===== config.mk =====
export PLATFORM = sky130hd
export DESIGN_NAME = unid_controle
export DESIGN_NICKNAME = d
export VERILOG_FILES = /design/src/rtl/cpu_pkg.sv /design/src/rtl/unid_controle.sv
export SDC_FILE = /design/constraint.sdc
export NUM_CORES = 1
export LEC_CHECK = 0
export BUFFER_PORTS_ARGS = -buffer_cell sky130_fd_sc_hd__clkbuf_2
export CAP_MARGIN = 5
export CORE_UTILIZATION = 55
export DETAILED_ROUTE_END_ITERATION = 12
export PLACE_DENSITY = 0.9
export SETUP_SLACK_MARGIN = 0.05
export SYNTH_ARGS = -nofsm -noshare
export SYNTH_HDL_FRONTEND = slang
export SYNTH_SLANG_ARGS = --single-unit

===== constraint.sdc =====
create_clock -name clock -period 5.2 [get_ports clock]
set_input_delay 0.26 -clock clock [delete_from_list [all_inputs] [get_ports clock]]
set_output_delay 0.26 -clock clock [all_outputs]
set_load 0.01 [all_outputs]

===== src/rtl/cpu_pkg.sv =====
// Shared definitions for the multicycle CPU control unit: FSM states, instruction
// fields, ALU operation codes and datapath mux-select codes.
package cpu_pkg;

  typedef enum logic [6:0] {
    S_RESET      = 7'd0,
    S_FETCH      = 7'd1,
    S_DECODE     = 7'd2,
    S_EXEC_R     = 7'd3,
    S_WB_R       = 7'd4,
    S_ADDI       = 7'd5,
    S_WB_I       = 7'd6,
    S_LSADDR     = 7'd7,
    S_LW_RD      = 7'd8,
    S_LW_WB      = 7'd9,
    S_SW_WR      = 7'd10,
    S_JUMP       = 7'd11,
    S_JAL        = 7'd12,
    S_JR         = 7'd13,
    S_LUI        = 7'd14,
    S_BEQ        = 7'd15,
    S_BNE        = 7'd16,
    S_MULT_START = 7'd17,
    S_MULT_WAIT  = 7'd18,
    S_EXC_OP     = 7'd19,
    S_EXC_OVF    = 7'd20,
    S_EXC_RD_OP  = 7'd21,
    S_EXC_RD_OVF = 7'd22,
    S_EXC_JMP    = 7'd23
  } state_e;

  localparam logic [5:0] OP_RTYPE = 6'h00;
  localparam logic [5:0] OP_J     = 6'h02;
  localparam logic [5:0] OP_JAL   = 6'h03;
  localparam logic [5:0] OP_BEQ   = 6'h04;
  localparam logic [5:0] OP_BNE   = 6'h05;
  localparam logic [5:0] OP_ADDI  = 6'h08;
  localparam logic [5:0] OP_LUI   = 6'h0f;
  localparam logic [5:0] OP_LW    = 6'h23;
  localparam logic [5:0] OP_SW    = 6'h2b;

  localparam logic [5:0] FN_JR    = 6'h08;
  localparam logic [5:0] FN_MULT  = 6'h18;
  localparam logic [5:0] FN_ADD   = 6'h20;
  localparam logic [5:0] FN_SUB   = 6'h22;
  localparam logic [5:0] FN_AND   = 6'h24;

  localparam logic [2:0] ALU_PASSA = 3'b000;
  localparam logic [2:0] ALU_ADD   = 3'b001;
  localparam logic [2:0] ALU_SUB   = 3'b010;
  localparam logic [2:0] ALU_AND   = 3'b011;
  localparam logic [2:0] ALU_CMP   = 3'b111;

  localparam logic [1:0] PCS_JUMP   = 2'b00;
  localparam logic [1:0] PCS_ALU    = 2'b01;
  localparam logic [1:0] PCS_EPC    = 2'b10;
  localparam logic [1:0] PCS_ALUOUT = 2'b11;

  localparam logic [2:0] IORD_PC     = 3'b001;
  localparam logic [2:0] IORD_253    = 3'b010;
  localparam logic [2:0] IORD_255    = 3'b100;
  localparam logic [2:0] IORD_ALUOUT = 3'b101;

  localparam logic [1:0] DST_RT = 2'b00;
  localparam logic [1:0] DST_RD = 2'b01;
  localparam logic [1:0] DST_SP = 2'b10;
  localparam logic [1:0] DST_RA = 2'b11;

  localparam logic [3:0] M2R_ALUOUT = 4'b0000;
  localparam logic [3:0] M2R_MDR    = 4'b0001;
  localparam logic [3:0] M2R_LUI    = 4'b0110;
  localparam logic [3:0] M2R_PC     = 4'b0111;
  localparam logic [3:0] M2R_227    = 4'b1000;

  localparam logic [1:0] SRCA_PC = 2'b00;
  localparam logic [1:0] SRCA_A  = 2'b10;

  localparam logic [2:0] SRCB_B     = 3'b000;
  localparam logic [2:0] SRCB_4     = 3'b001;
  localparam logic [2:0] SRCB_SEXT2 = 3'b011;
  localparam logic [2:0] SRCB_SEXT  = 3'b100;

  // Only the signed arithmetic R-type ops can raise an overflow trap; 'and' cannot.
  function automatic logic traps_ovf(input logic [5:0] fn);
    return (fn == FN_ADD) || (fn == FN_SUB);
  endfunction

  function automatic state_e dispatch(input logic [5:0] op, input logic [5:0] fn);
    state_e nxt;
    nxt = S_EXC_OP;
    case (op)
      OP_RTYPE: begin
        case (fn)
          FN_ADD, FN_SUB, FN_AND: nxt = S_EXEC_R;
          FN_JR:                  nxt = S_JR;
          FN_MULT:                nxt = S_MULT_START;
          default:                nxt = S_EXC_OP;
        endcase
      end
      OP_ADDI:        nxt = S_ADDI;
      OP_LW, OP_SW:   nxt = S_LSADDR;
      OP_J:           nxt = S_JUMP;
      OP_JAL:         nxt = S_JAL;
      OP_LUI:         nxt = S_LUI;
      OP_BEQ:         nxt = S_BEQ;
      OP_BNE:         nxt = S_BNE;
      default:        nxt = S_EXC_OP;
    endcase
    return nxt;
  endfunction

endpackage


===== src/rtl/unid_controle.sv =====
// Multicycle CPU control unit: Moore FSM decoding datapath controls from state,
// with branch PCWrite and the multiply-done HiLoWrite following their flag inputs.
module unid_controle
  import cpu_pkg::*;
#(
  parameter int MEM_WAIT = 2
) (
  input  logic       clock,
  input  logic       reset,
  input  logic [5:0] ControlOp,
  input  logic [5:0] funct,
  input  logic       Overflow,
  input  logic       Zero,
  input  logic       MultEnd,
  output logic       PCWrite,
  output logic       ALUorMem,
  output logic [1:0] PCSource,
  output logic [2:0] IorD,
  output logic       MemWR,
  output logic       IRWrite,
  output logic       WrMDR,
  output logic       RegWrite,
  output logic [1:0] RegDst,
  output logic [3:0] MemToReg,
  output logic       ABWrite,
  output logic [1:0] AluSrcA,
  output logic [2:0] AluSrcB,
  output logic [2:0] ALUOp,
  output logic       ALURegWrite,
  output logic       EPCWrite,
  output logic       StartMult,
  output logic       HiLoWrite,
  output logic [6:0] CurState
);

  localparam logic [7:0] CNT_LAST = 8'(MEM_WAIT - 1);

  state_e     state_q, state_d;
  logic [7:0] cnt_q, cnt_d;
  logic       cnt_last_s;

  assign cnt_last_s = (cnt_q == CNT_LAST);

  // State and memory-wait counter registers.
  always_ff @(posedge clock or negedge reset) begin
    if (!reset) begin
      state_q <= S_RESET;
      cnt_q   <= 8'd0;
    end else begin
      state_q <= state_d;
      cnt_q   <= cnt_d;
    end
  end

  // Next state and output decode; outputs are gated low while reset is held.
  always_comb begin
    state_d     = state_q;
    cnt_d       = cnt_q;
    PCWrite     = 1'b0;
    ALUorMem    = 1'b0;
    PCSource    = 2'b00;
    IorD        = 3'b000;
    MemWR       = 1'b0;
    IRWrite     = 1'b0;
    WrMDR       = 1'b0;
    RegWrite    = 1'b0;
    RegDst      = 2'b00;
    MemToReg    = 4'b0000;
    ABWrite     = 1'b0;
    AluSrcA     = 2'b00;
    AluSrcB     = 3'b000;
    ALUOp       = 3'b000;
    ALURegWrite = 1'b0;
    EPCWrite    = 1'b0;
    StartMult   = 1'b0;
    HiLoWrite   = 1'b0;
    CurState    = 7'd0;

    if (!reset) begin
      state_d = S_RESET;
      cnt_d   = 8'd0;
    end else begin
      CurState = state_q;
      case (state_q)
        S_RESET: begin
          RegWrite = 1'b1;
          RegDst   = DST_SP;
          MemToReg = M2R_227;
          state_d  = S_FETCH;
        end
        S_FETCH: begin
          IorD = IORD_PC;
          if (cnt_last_s) begin
            cnt_d    = 8'd0;
            IRWrite  = 1'b1;
            AluSrcA  = SRCA_PC;
            AluSrcB  = SRCB_4;
            ALUOp    = ALU_ADD;
            PCSource = PCS_ALU;
            PCWrite  = 1'b1;
            state_d  = S_DECODE;
          end else begin
            cnt_d = cnt_q + 8'd1;
          end
        end
        S_DECODE: begin
          ABWrite     = 1'b1;
          AluSrcA     = SRCA_PC;
          AluSrcB     = SRCB_SEXT2;
          ALUOp       = ALU_ADD;
          ALURegWrite = 1'b1;
          state_d     = dispatch(ControlOp, funct);
        end
        S_EXEC_R: begin
          AluSrcA     = SRCA_A;
          AluSrcB     = SRCB_B;
          ALURegWrite = 1'b1;
          case (funct)
            FN_SUB:  ALUOp = ALU_SUB;
            FN_AND:  ALUOp = ALU_AND;
            default: ALUOp = ALU_ADD;
          endcase
          state_d = (Overflow && traps_ovf(funct)) ? S_EXC_OVF : S_WB_R;
        end
        S_WB_R: begin
          RegWrite = 1'b1;
          RegDst   = DST_RD;
          MemToReg = M2R_ALUOUT;
          state_d  = S_FETCH;
        end
        S_ADDI, S_LSADDR: begin
          AluSrcA     = SRCA_A;
          AluSrcB     = SRCB_SEXT;
          ALUOp       = ALU_ADD;
          ALURegWrite = 1'b1;
          if (state_q == S_ADDI) begin
            state_d = Overflow ? S_EXC_OVF : S_WB_I;
          end else begin
            state_d = (ControlOp == OP_LW) ? S_LW_RD : S_SW_WR;
          end
        end
        S_WB_I: begin
          RegWrite = 1'b1;
          RegDst   = DST_RT;
          MemToReg = M2R_ALUOUT;
          state_d  = S_FETCH;
        end
        S_LW_RD: begin
          IorD = IORD_ALUOUT;
          if (cnt_last_s) begin
            cnt_d   = 8'd0;
            WrMDR   = 1'b1;
            state_d = S_LW_WB;
          end else begin
            cnt_d = cnt_q + 8'd1;
          end
        end
        S_LW_WB: begin
          RegWrite = 1'b1;
          RegDst   = DST_RT;
          MemToReg = M2R_MDR;
          state_d  = S_FETCH;
        end
        S_SW_WR: begin
          IorD    = IORD_ALUOUT;
          MemWR   = 1'b1;
          state_d = S_FETCH;
        end
        S_JUMP, S_JAL: begin
          PCSource = PCS_JUMP;
          PCWrite  = 1'b1;
          if (state_q == S_JAL) begin
            RegWrite = 1'b1;
            RegDst   = DST_RA;
            MemToReg = M2R_PC;
          end else begin
            RegWrite = 1'b0;
          end
          state_d = S_FETCH;
        end
        S_JR: begin
          AluSrcA  = SRCA_A;
          ALUOp    = ALU_PASSA;
          PCSource = PCS_ALU;
          PCWrite  = 1'b1;
          state_d  = S_FETCH;
        end
        S_LUI: begin
          RegWrite = 1'b1;
          RegDst   = DST_RT;
          MemToReg = M2R_LUI;
          state_d  = S_FETCH;
        end
        S_BEQ, S_BNE: begin
          AluSrcA  = SRCA_A;
          AluSrcB  = SRCB_B;
          ALUOp    = ALU_CMP;
          PCSource = PCS_ALUOUT;
          PCWrite  = (state_q == S_BEQ) ? Zero : !Zero;
          state_d  = S_FETCH;
        end
        S_MULT_START: begin
          StartMult = 1'b1;
          state_d   = S_MULT_WAIT;
        end
        S_MULT_WAIT: begin
          if (MultEnd) begin
            HiLoWrite = 1'b1;
            state_d   = S_FETCH;
          end else begin
            state_d = S_MULT_WAIT;
          end
        end
        S_EXC_OP, S_EXC_OVF: begin
          // EPC <= PC - 4 undoes the increment made during fetch.
          EPCWrite = 1'b1;
          AluSrcA  = SRCA_PC;
          AluSrcB  = SRCB_4;
          ALUOp    = ALU_SUB;
          state_d  = (state_q == S_EXC_OP) ? S_EXC_RD_OP : S_EXC_RD_OVF;
        end
        S_EXC_RD_OP, S_EXC_RD_OVF: begin
          IorD = (state_q == S_EXC_RD_OP) ? IORD_253 : IORD_255;
          if (cnt_last_s) begin
            cnt_d   = 8'd0;
            WrMDR   = 1'b1;
            state_d = S_EXC_JMP;
          end else begin
            cnt_d = cnt_q + 8'd1;
          end
        end
        S_EXC_JMP: begin
          ALUorMem = 1'b1;
          PCWrite  = 1'b1;
          state_d  = S_FETCH;
        end
        default: begin
          state_d = S_RESET;
          cnt_d   = 8'd0;
        end
      endcase
    end
  end

endmodule


==> results of run 1 <==
## flip-flops by register name (all words and copies together), names as in the netlist
register,count
cnt_q,8
state_q,5
## report_power, final
group	switching (mW)	internal [mW]
Combinational	0.236	0.170
Clock	0.0351	0.0284
Sequential	0.0743	0.115
Total	0.345	0.313
## critical path: stages (launching register included)
cell	delay, ns
dfrtp_1	0.95
or4b_4	0.60
nor3_1	0.35
a31oi_1	0.10
a31oi_1	0.20
clkbuf_2	0.16
## area by class of cell
type | count | area [um^2] | area share [%]
clock inverters | 1 | 5.005 | 0.2420
clock buffers | 3 | 22.52 | 1.089
repair buffers | 51 | 260.3 | 12.58
inverters | 12 | 45.04 | 2.178
well taps | 44 | 55.05 | 2.662
flip-flops and latches | 13 | 325.3 | 15.73
multi-input cells | 219 | 1355 | 65.52
## path summary, 6_finish.rpt
path                                        start                     end  slack [ns]  depth (start not counted)
hold / removal                           Overflow  state_q[4]$_DFFE_PN0P_        0.37                          3
hold reg to reg              cnt_q[5]$_DFFE_PN0P_    cnt_q[5]$_DFFE_PN0P_        0.53                          1
setup / recovery           state_q[0]$_DFFE_PN0P_                ALUOp[0]        2.30                          5
max in group asynchronous                   reset  state_q[3]$_DFFE_PN0P_        4.23                          2
setup reg to reg           state_q[0]$_DFFE_PN0P_  state_q[4]$_DFFE_PN0P_        2.79                          5
min in group asynchronous                   reset    cnt_q[2]$_DFFE_PN0P_        0.54                          2
## synth_stat cells, types with 2 or more instances
cell and number:
a211oi_1 2, a21o_1 4, a21oi_1 13, a22o_1 4, a22oi_1 4, a2bb2oi_1 2
a31oi_1 3, a32oi_1 2, and2_1 2, and3_1 5, buf_1 5, buf_2 3
buf_4 5, buf_6 2, clkbuf_1 11, dfrtp_1 13, ha_1 2, inv_1 12
mux2_2 2, mux2i_1 2, nand2_1 26, nand2b_1 5, nand3_1 11, nand3b_1 4
nand4_1 4, nor2_1 29, nor2b_1 5, nor3_1 16, nor3b_1 3, nor4_1 6
nor4b_1 2, o211ai_1 3, o21a_1 3, o21ai_0 15, o22ai_1 3, o31ai_1 4
o32ai_1 3, or2_2 2, xnor2_1 2, xor2_1 4
## per-layer routing
layer | wire length, um | vias up
met4 | 47 | 0
met3 | 436 | 8
met5 | 0 | -
met1 | 2233 | 993
met2 | 2273 | 101
li1 | - | 1044
## logic make-up after synthesis
family / after synthesis / synth area share (%)
other cells: 1 / 0.2024
simple gates: 125 / 34.57
buf+inv: 38 / 9.723
compound gates: 79 / 31.47
mux: 4 / 2.296
xor+xnor: 6 / 2.836
flops: 13 / 17.56
fa+ha+maj: 2 / 1.350
==> impl_metrics.yaml, run 1 <==
status:
  status: "finished, final reports clean"
cts:
  cts_sinks: 13
  postCtsSetupRepairBufs: 0
  clockBufferDepth: 2
  cts_resized: 0
  htreeDepth: 1
  clk_pin_slew_ns: 0.09
  cts_hold_buf: 1
  numCtsBuffers: 3
  cts_tree: "yes"
  cts-root-buf: "clkbuf_4"
  clock_latency_ns: 0.27
global_route:
  grt.overflow.total: 0
  met1_usage_pct: 41.79
  grt_antenna_before_repair: 0
  grt_pass1_wl_um: 7948
  grt_max_degree: 32
  global_route.usage.met2_pct: 42.86
  track_usage_pct: 28.48
  global_route.usage.met3_pct: 4.762
  grt_busiest_layer: "met2"
  grt_pass1_vias: 1803
logic_synthesis:
  ys_ff_latch: 13
  yosysUniqueCellTypes: 60
  yosysSeqAreaShare_pct: 17.56
  synth-async-reset-ratio_pct: 100.0
  syn_area_per_cell_um2: 6.914
  synth_edf_count: 0
  yosys_warnings: 0
  syn_area_um2: 1853
  ys_top_cells_by_area: "dfrtp_1 18%, nor2_1 5.9%, nand2_1 5.3%"
  yosysTopAreaCellShare_pct: 17.56
  synth_ff_type: "dfrtp_1"
  yosysTopAreaCell: "dfrtp_1"
  syn_inst: 268
finish:
  postLayoutCellArea_um2: 2068
  stdcell_count: 343
  drive_gt1_share_pct: 22.07
  fill_cells: 279
  final_cell_mix: "50 x clkbuf_2, 29 x nor2_1, 26 x nand2_1"
  mostFrequentLayoutCell: "clkbuf_2"
  fin_util_pct: 66.12
  n_antenna_cell: 0
  syn_to_final_growth_pct: 11.61
  nets: 319
drt:
  vias: 2146
  drc: 0
  drtPass1Iterations: 5
  drt_iter0_markers: 264
  via_per_inst: 6.257
  routed_wl_um: 4992
  ant_nets: 0
  routedWlPerCell_um: 14.55
placed_design:
  dp_cells: 338
  dp_hpwl_um: 3658
  port_buffers: 50
  placedInstanceArea_um2: 2031
  dp_slack_ns: 2.640
  place_congestion: 0.9481
power_and_ir_drop:
  power_density_nw_per_um2: 318.4
  vdd_drop_max_uv: 193.4
  power_uw: 658.6
  p_leak_nw: 0.9324
worst_setup_path:
  worstPathMaxFanout: 31
  cp_data_required_time_ns: 4.94
  worstSetupEndpointType: "output pin"
  crit_type: "reg2out"
  cp-start-kind: "flip-flop"
  worst_ep_arrival_time_ns: 2.64
timing:
  finalMaxSlewViolations: 0
  hold_viol_final: 0
  timing.final.ws_setup_ns: 2.300
  finalCriticalPeriod_ns: 2.900
  fin_skew_ns: 0.006898
  worst_pin_slew_ns: 0.9149
  finalCritPeriodShare_pct: 55.77
  max-slew-margin-rel_pct: 39.01
  fmax_ghz: 0.3448
  hold_ws_ns: 0.3721
  rsz0062_at_grt: "no"
  setup_violations: 0
  final.setup.tns_ns: 0
floorplan:
  core_um2: 3128
  start_util_pct: 59.24
  rows: 20
  ios: 54
  dieArea_um2: 3605
  die_y_um: 60.05
  die_w_um: 60.05
flow_run:
  maxCapViolations: 0
min_path:
  hp-class: "in2reg"
(Power assumes the default switching activity.)
==> run 2, diff against run 1 <==
--- a/config.mk
+++ b/config.mk
@@ -7,9 +7,9 @@
 export LEC_CHECK = 0
 export BUFFER_PORTS_ARGS = -buffer_cell sky130_fd_sc_hd__clkbuf_2
 export CAP_MARGIN = 5
-export CORE_UTILIZATION = 55
+export CORE_UTILIZATION = 53
 export DETAILED_ROUTE_END_ITERATION = 12
-export PLACE_DENSITY = 0.9
+export PLACE_DENSITY = 0.87
 export SETUP_SLACK_MARGIN = 0.05
 export SYNTH_ARGS = -nofsm -noshare
 export SYNTH_HDL_FRONTEND = slang
==> constraint.sdc (replaced) <==
create_clock -name clock -period 2.7 [get_ports clock]
set_input_delay 0.135 -clock clock [delete_from_list [all_inputs] [get_ports clock]]
set_output_delay 0.135 -clock clock [all_outputs]
set_load 0.01 [all_outputs]
==> run 2 against run 1 <==
Critical path depth is the same. Flip-flop and latch count is the same. Setup slack lost 2.1 ns. Combinational power grew 120%. Largest power group unchanged.
==> impl_metrics.yaml, run 2 (same netlist as run 1, synthesis figures left out) <==
finish:
  reg_top3: "cnt_q x8, state_q x5"
  nets: 325
  final_cell_mix: "50 x clkbuf_2, 29 x nor2_1, 26 x nand2_1"
  stdcell_count: 351
  mostFrequentLayoutCell: "clkbuf_2"
  syn_to_final_growth_pct: 14.11
  drive_gt1_share_pct: 23.28
  multiInputGateArea_um2: 1355
  regArea_um2: 325.3
  largest_register_ffs: 8
  fill_cells: 321
  postLayoutCellArea_um2: 2115
  largest_register: "cnt_q"
  n_antenna_cell: 0
drt:
  vias: 2216
  routedWlPerCell_um: 14.89
  drt_iter0_markers: 312
  via_per_inst: 6.313
  drc: 0
  routed_wl_um: 5227
  ant_nets: 0
  drtPass1Iterations: 6
timing:
  final.setup.tns_ns: 0
  finalMaxSlewViolations: 0
  worst_pin_slew_ns: 0.6590
  max-slew-margin-rel_pct: 56.07
  finalCriticalPeriod_ns: 2.451
  finalCritPeriodShare_pct: 90.79
  setup_violations: 0
  fin_skew_ns: 0.01540
  rsz0062_at_grt: "no"
  fmax_ghz: 0.4080
  hold_viol_final: 0
worst_setup_path:
  critPathSlowestCell: "dfrtp_1"
  crit_type: "reg2out"
  cp.buffers_inverters: 1
  worstPathMaxFanout: 22
  crit_chain: "or4b_4, nor3_1, a31oi_1, a31oi_1, clkbuf_2"
  slowest_delay_ns: 0.62
  worst_ep_arrival_time_ns: 2.32
  worstSetupEndpointType: "output pin"
  cp-start-kind: "flip-flop"
  cp_common_cell: "a31oi_1"
  cp_data_required_time_ns: 2.57
  critPathTopFamily: "simple AND/OR/NAND/NOR gates"
cts:
  cts_tree: "yes"
  cts_sinks: 13
  cts-root-buf: "clkbuf_4"
  clock_latency_ns: 0.28
  clockBufferDepth: 2
  clk_pin_slew_ns: 0.09
  numCtsBuffers: 3
  cts_resized: 0
  htreeDepth: 1
power_and_ir_drop:
  pwr-share-comb_pct: 68.5
  p_int_uw: 636.1
  vdd_drop_max_uv: 364.7
  power_density_nw_per_um2: 626.5
  p_sw_uw: 688.7
  switching_share_pct: 51.99
  power_mw: 1.325
  p_seq_share_pct: 22.1
  power_frac_clock_pct: 9.4
  p_leak_nw: 0.9596
global_route:
  track_usage_pct: 29.37
  grt_max_degree: 28
  grt_pass1_wl_um: 8314
  grt_pass1_vias: 1815
  grt_antenna_before_repair: 0
  grt.overflow.total: 0
placed_design:
  placedInstanceArea_um2: 2078
  place_congestion: 0.9714
  dp_hpwl_um: 3810
  port_buffers: 50
  dp_cells: 346
floorplan:
  start_util_pct: 55.53
  dieArea_um2: 3737
  ios: 54
  die_y_um: 61.13
  rows: 21
  core_um2: 3337
  die_w_um: 61.13
flow_run:
  maxCapViolations: 0
min_path:
  hp-class: "in2reg"
status:
  status: "finished, final reports clean"
## run 2: cell type report
cell class                      count  share of cell area (%)
Multi-Input combinational cell    219                   64.08
Sequential cell                    13                   15.38
Timing Repair Buffer               57                   14.44
Tap cell                           46                   2.722
Inverter                           12                   2.130
Clock buffer                        4                   1.243
## run 2: worst register-to-register path: stages, from the launching register on
cell      delay (ns)
dfrtp_1         0.75
nand2b_1        0.27
nor3_1          0.39
o21ai_0         0.24
o211ai_2        0.16
o221ai_1        0.18
## run 2: per-layer routing
| metal | wire, um | global-route usage, % |
|---|---|---|
| met1 | 2312 | 41.69 |
| met2 | 2428 | 44.88 |
| met3 | 407 | 3.571 |
| met4 | 78 | 12.66 |
| met5 | 0 | 0 |
## run 2: power by group through the flow
stage               Sequential (mW)  Combinational, mW  Clock (mW)
CTS                           0.291              0.890       0.126
global placement              0.293              0.876           0
global route                  0.301               1.00       0.136
floorplan                     0.244              0.723           0
detailed placement            0.295              0.883           0
finish                        0.293              0.908       0.124
## run 2: repair_timing
action                                 in CTS  in global routing
buffers inserted                            0                  0
endpoints found under the hold margin      13                  0
hold buffers                                1                  0
## run 2: path summary, 6_finish.rpt
path	start	endpoint	slack (ns)	depth (start not counted)
max	state_q[3]$_DFFE_PN0P_	ALUOp[0]	0.25	5
min	Overflow	state_q[4]$_DFFE_PN0P_	0.27	3
max reg2reg	state_q[3]$_DFFE_PN0P_	state_q[4]$_DFFE_PN0P_	0.56	5
min reg2reg	cnt_q[5]$_DFFE_PN0P_	cnt_q[5]$_DFFE_PN0P_	0.53	1
max in group asynchronous	reset	state_q[1]$_DFFE_PN0P_	2.08	3
min in group asynchronous	reset	cnt_q[3]$_DFFE_PN0P_	0.37	3
## run 2: through the flow
stage	hold WS (ns)	setup WS, ns	utilization (%)
floorplan	-0.1606	0.9201	-
global placement	0.1516	0.6829	62.28
detailed placement	0.1462	0.6236	62.28
CTS	0.2526	0.3119	63.37
global route	0.2516	0.05669	63.37
finish	0.2672	0.2488	63.37
==> run 3, diff against run 2 <==
--- a/config.mk
+++ b/config.mk
@@ -9,6 +9,7 @@
 export CAP_MARGIN = 5
 export CORE_UTILIZATION = 53
 export DETAILED_ROUTE_END_ITERATION = 12
+export GPL_TIMING_DRIVEN = 0
 export PLACE_DENSITY = 0.87
 export SETUP_SLACK_MARGIN = 0.05
 export SYNTH_ARGS = -nofsm -noshare
==> run 3 against run 2 <==
Critical path depth increased by 2. Count of clock-buffer cells in the layout unchanged. Critical path type is now in2out. Largest cell class unchanged. Worst hold slack better by 0.0072 ns. Setup slack gained 0.057 ns. First-iteration DRC count down 23%. Largest power group unchanged. Clock power fell by 6%. Combinational power rose by 8.3%.
==> impl_metrics.yaml, run 3 (same netlist as run 1, synthesis figures left out) <==
status:
  status: "finished, final reports clean"
timing:
  finalMaxSlewViolations: 0
  finalCriticalPeriod_ns: 2.395
  max-slew-margin-rel_pct: 57.99
  hold_viol_final: 0
  worst_pin_slew_ns: 0.6214
  setup_violations: 0
  fin_skew_ns: 0.004237
  finalCritPeriodShare_pct: 88.69
  hold_ws_ns: 0.2744
  rsz0062_at_grt: "no"
  final.setup.tns_ns: 0
  fmax_ghz: 0.4176
drt:
  routed_wl_um: 5412
  vias: 2288
  via_per_inst: 6.201
  drc: 0
  routedWlPerCell_um: 14.67
  drt_iter0_markers: 239
  drtPass1Iterations: 6
  ant_nets: 0
power_and_ir_drop:
  p_seq_share_pct: 18.5
  pwr-share-comb_pct: 72.9
  p_leak_nw: 0.9954
  power_frac_clock_pct: 8.6
  switching_share_pct: 51.63
  vdd_drop_max_uv: 422.3
  power_density_nw_per_um2: 614.8
  p_sw_uw: 696.7
  p_int_uw: 652.6
worst_setup_path:
  crit_chain: "dlygate4sd3_1, clkbuf_2, clkbuf_1, nand2_1, nor3_1, buf_4, clkbuf_2"
  slowest_delay_ns: 0.52
  cp-start-kind: "primary input"
  worstPathMaxFanout: 19
  worstSetupEndpointType: "output pin"
  crit_type: "in2out"
  critPathSlowestCell: "dlygate4sd3_1"
  worst_ep_arrival_time_ns: 2.26
  cp_common_cell: "clkbuf_2"
  cp.buffers_inverters: 5
  cp_data_required_time_ns: 2.57
  critPathTopFamily: "buffers and inverters"
cts:
  cts_resized: 0
  cts_tree: "yes"
  cts_sinks: 13
  clockBufferDepth: 2
  numCtsBuffers: 3
  clock_latency_ns: 0.27
  clk_pin_slew_ns: 0.07
  cts-root-buf: "clkbuf_4"
  htreeDepth: 1
finish:
  postLayoutCellArea_um2: 2195
  final_cell_mix: "48 x clkbuf_2, 29 x nor2_1, 26 x nand2_1"
  drive_gt1_share_pct: 22.60
  syn_to_final_growth_pct: 18.43
  nets: 343
  reg_top3: "cnt_q x8, state_q x5"
  largest_register: "cnt_q"
  mostFrequentLayoutCell: "clkbuf_2"
  n_antenna_cell: 0
  largest_register_ffs: 8
global_route:
  grt.overflow.total: 0
  grt_pass1_vias: 1872
  track_usage_pct: 28.77
  grt_antenna_before_repair: 0
  grt_pass1_wl_um: 8266
  grt_max_degree: 20
floorplan:
  die_y_um: 61.13
  start_util_pct: 55.53
  rows: 21
  die_w_um: 61.13
  core_um2: 3337
  dieArea_um2: 3737
  ios: 54
flow_run:
  maxCapViolations: 0
min_path:
  hp-class: "in2reg"
placed_design:
  dp_hpwl_um: 4148
  port_buffers: 48
  place_congestion: 0.9932
  placedInstanceArea_um2: 2158
==> run 3: cell count changes in the layout (fill, tap and decap cells not counted), sizes merged <==
cell	previous run	this run
clkbuf	54	63
buf	6	15
==> run 3: per-layer routing <==
| metal | wire length (um) | track usage [%] |
|---|---|---|
| met5 | 0 | 0 |
| met4 | 75 | 10.39 |
| met3 | 440 | 2.731 |
| met2 | 2519 | 47.83 |
| met1 | 2376 | 38.93 |
==> run 3: cell type report <==
class                   instances  area [um^2]
inverters                      12        45.04
flip-flops and latches         13        325.3
repair buffers                 49        250.2
fillers                       311         1142
well taps                      46        57.56
plain buffers                  26        135.1
multi-input cells             219         1355
clock buffers                   4        26.28
==> run 3: timing repair <==
item                       4_1_cts  5_1_grt
setup buffers                    0        0
hold buffers                     1        0
hold endpoints to repair        13        0
setup endpoints to repair        0        0
==> run 3: per-stage QoR <==
step           instances  total power, mW  util [%]  setup slack (ns)
4_1_cts              369            1.331     65.77            0.3685
3_5_place_dp         364            1.211     64.68            0.6901
3_3_place_gp         364            1.202     64.68            0.6946
5_1_grt              369            1.451     65.77            0.1592
6_report             369            1.349     65.77            0.3053
2_1_floorplan        270           0.9674         -            0.9201
==> run 3: worst paths after layout <==
check                                       startpoint                      to  slack [ns]  cells past startpoint
min in group asynchronous                        reset  state_q[0]$_DFFE_PN0P_        0.34                      2
max in group asynchronous                        reset    cnt_q[1]$_DFFE_PN0P_        2.04                      2
worst max register to register  state_q[2]$_DFFE_PN0P_  state_q[1]$_DFFE_PN0P_        0.75                      5
worst min register to register    cnt_q[5]$_DFFE_PN0P_    cnt_q[5]$_DFFE_PN0P_        0.55                      1
worst max-delay path                             reset             MemToReg[2]        0.31                      7
worst min-delay path                          Overflow  state_q[4]$_DFFE_PN0P_        0.27                      3
==> run 3: tightest hold or removal path, stage by stage <==
cell and delay [ns]:
clkbuf_2 0.10, a22oi_1 0.08, o221ai_1 0.18
==> run 3: power groups by stage <==
| stage | Combinational (mW) | Sequential, mW | Clock [mW] |
|---|---|---|---|
| global route | 1.07 | 0.253 | 0.126 |
| global placement | 0.952 | 0.251 | 0 |
| finish | 0.983 | 0.250 | 0.116 |
| detailed placement | 0.958 | 0.253 | 0 |
| floorplan | 0.723 | 0.244 | 0 |
| CTS | 0.963 | 0.250 | 0.118 |
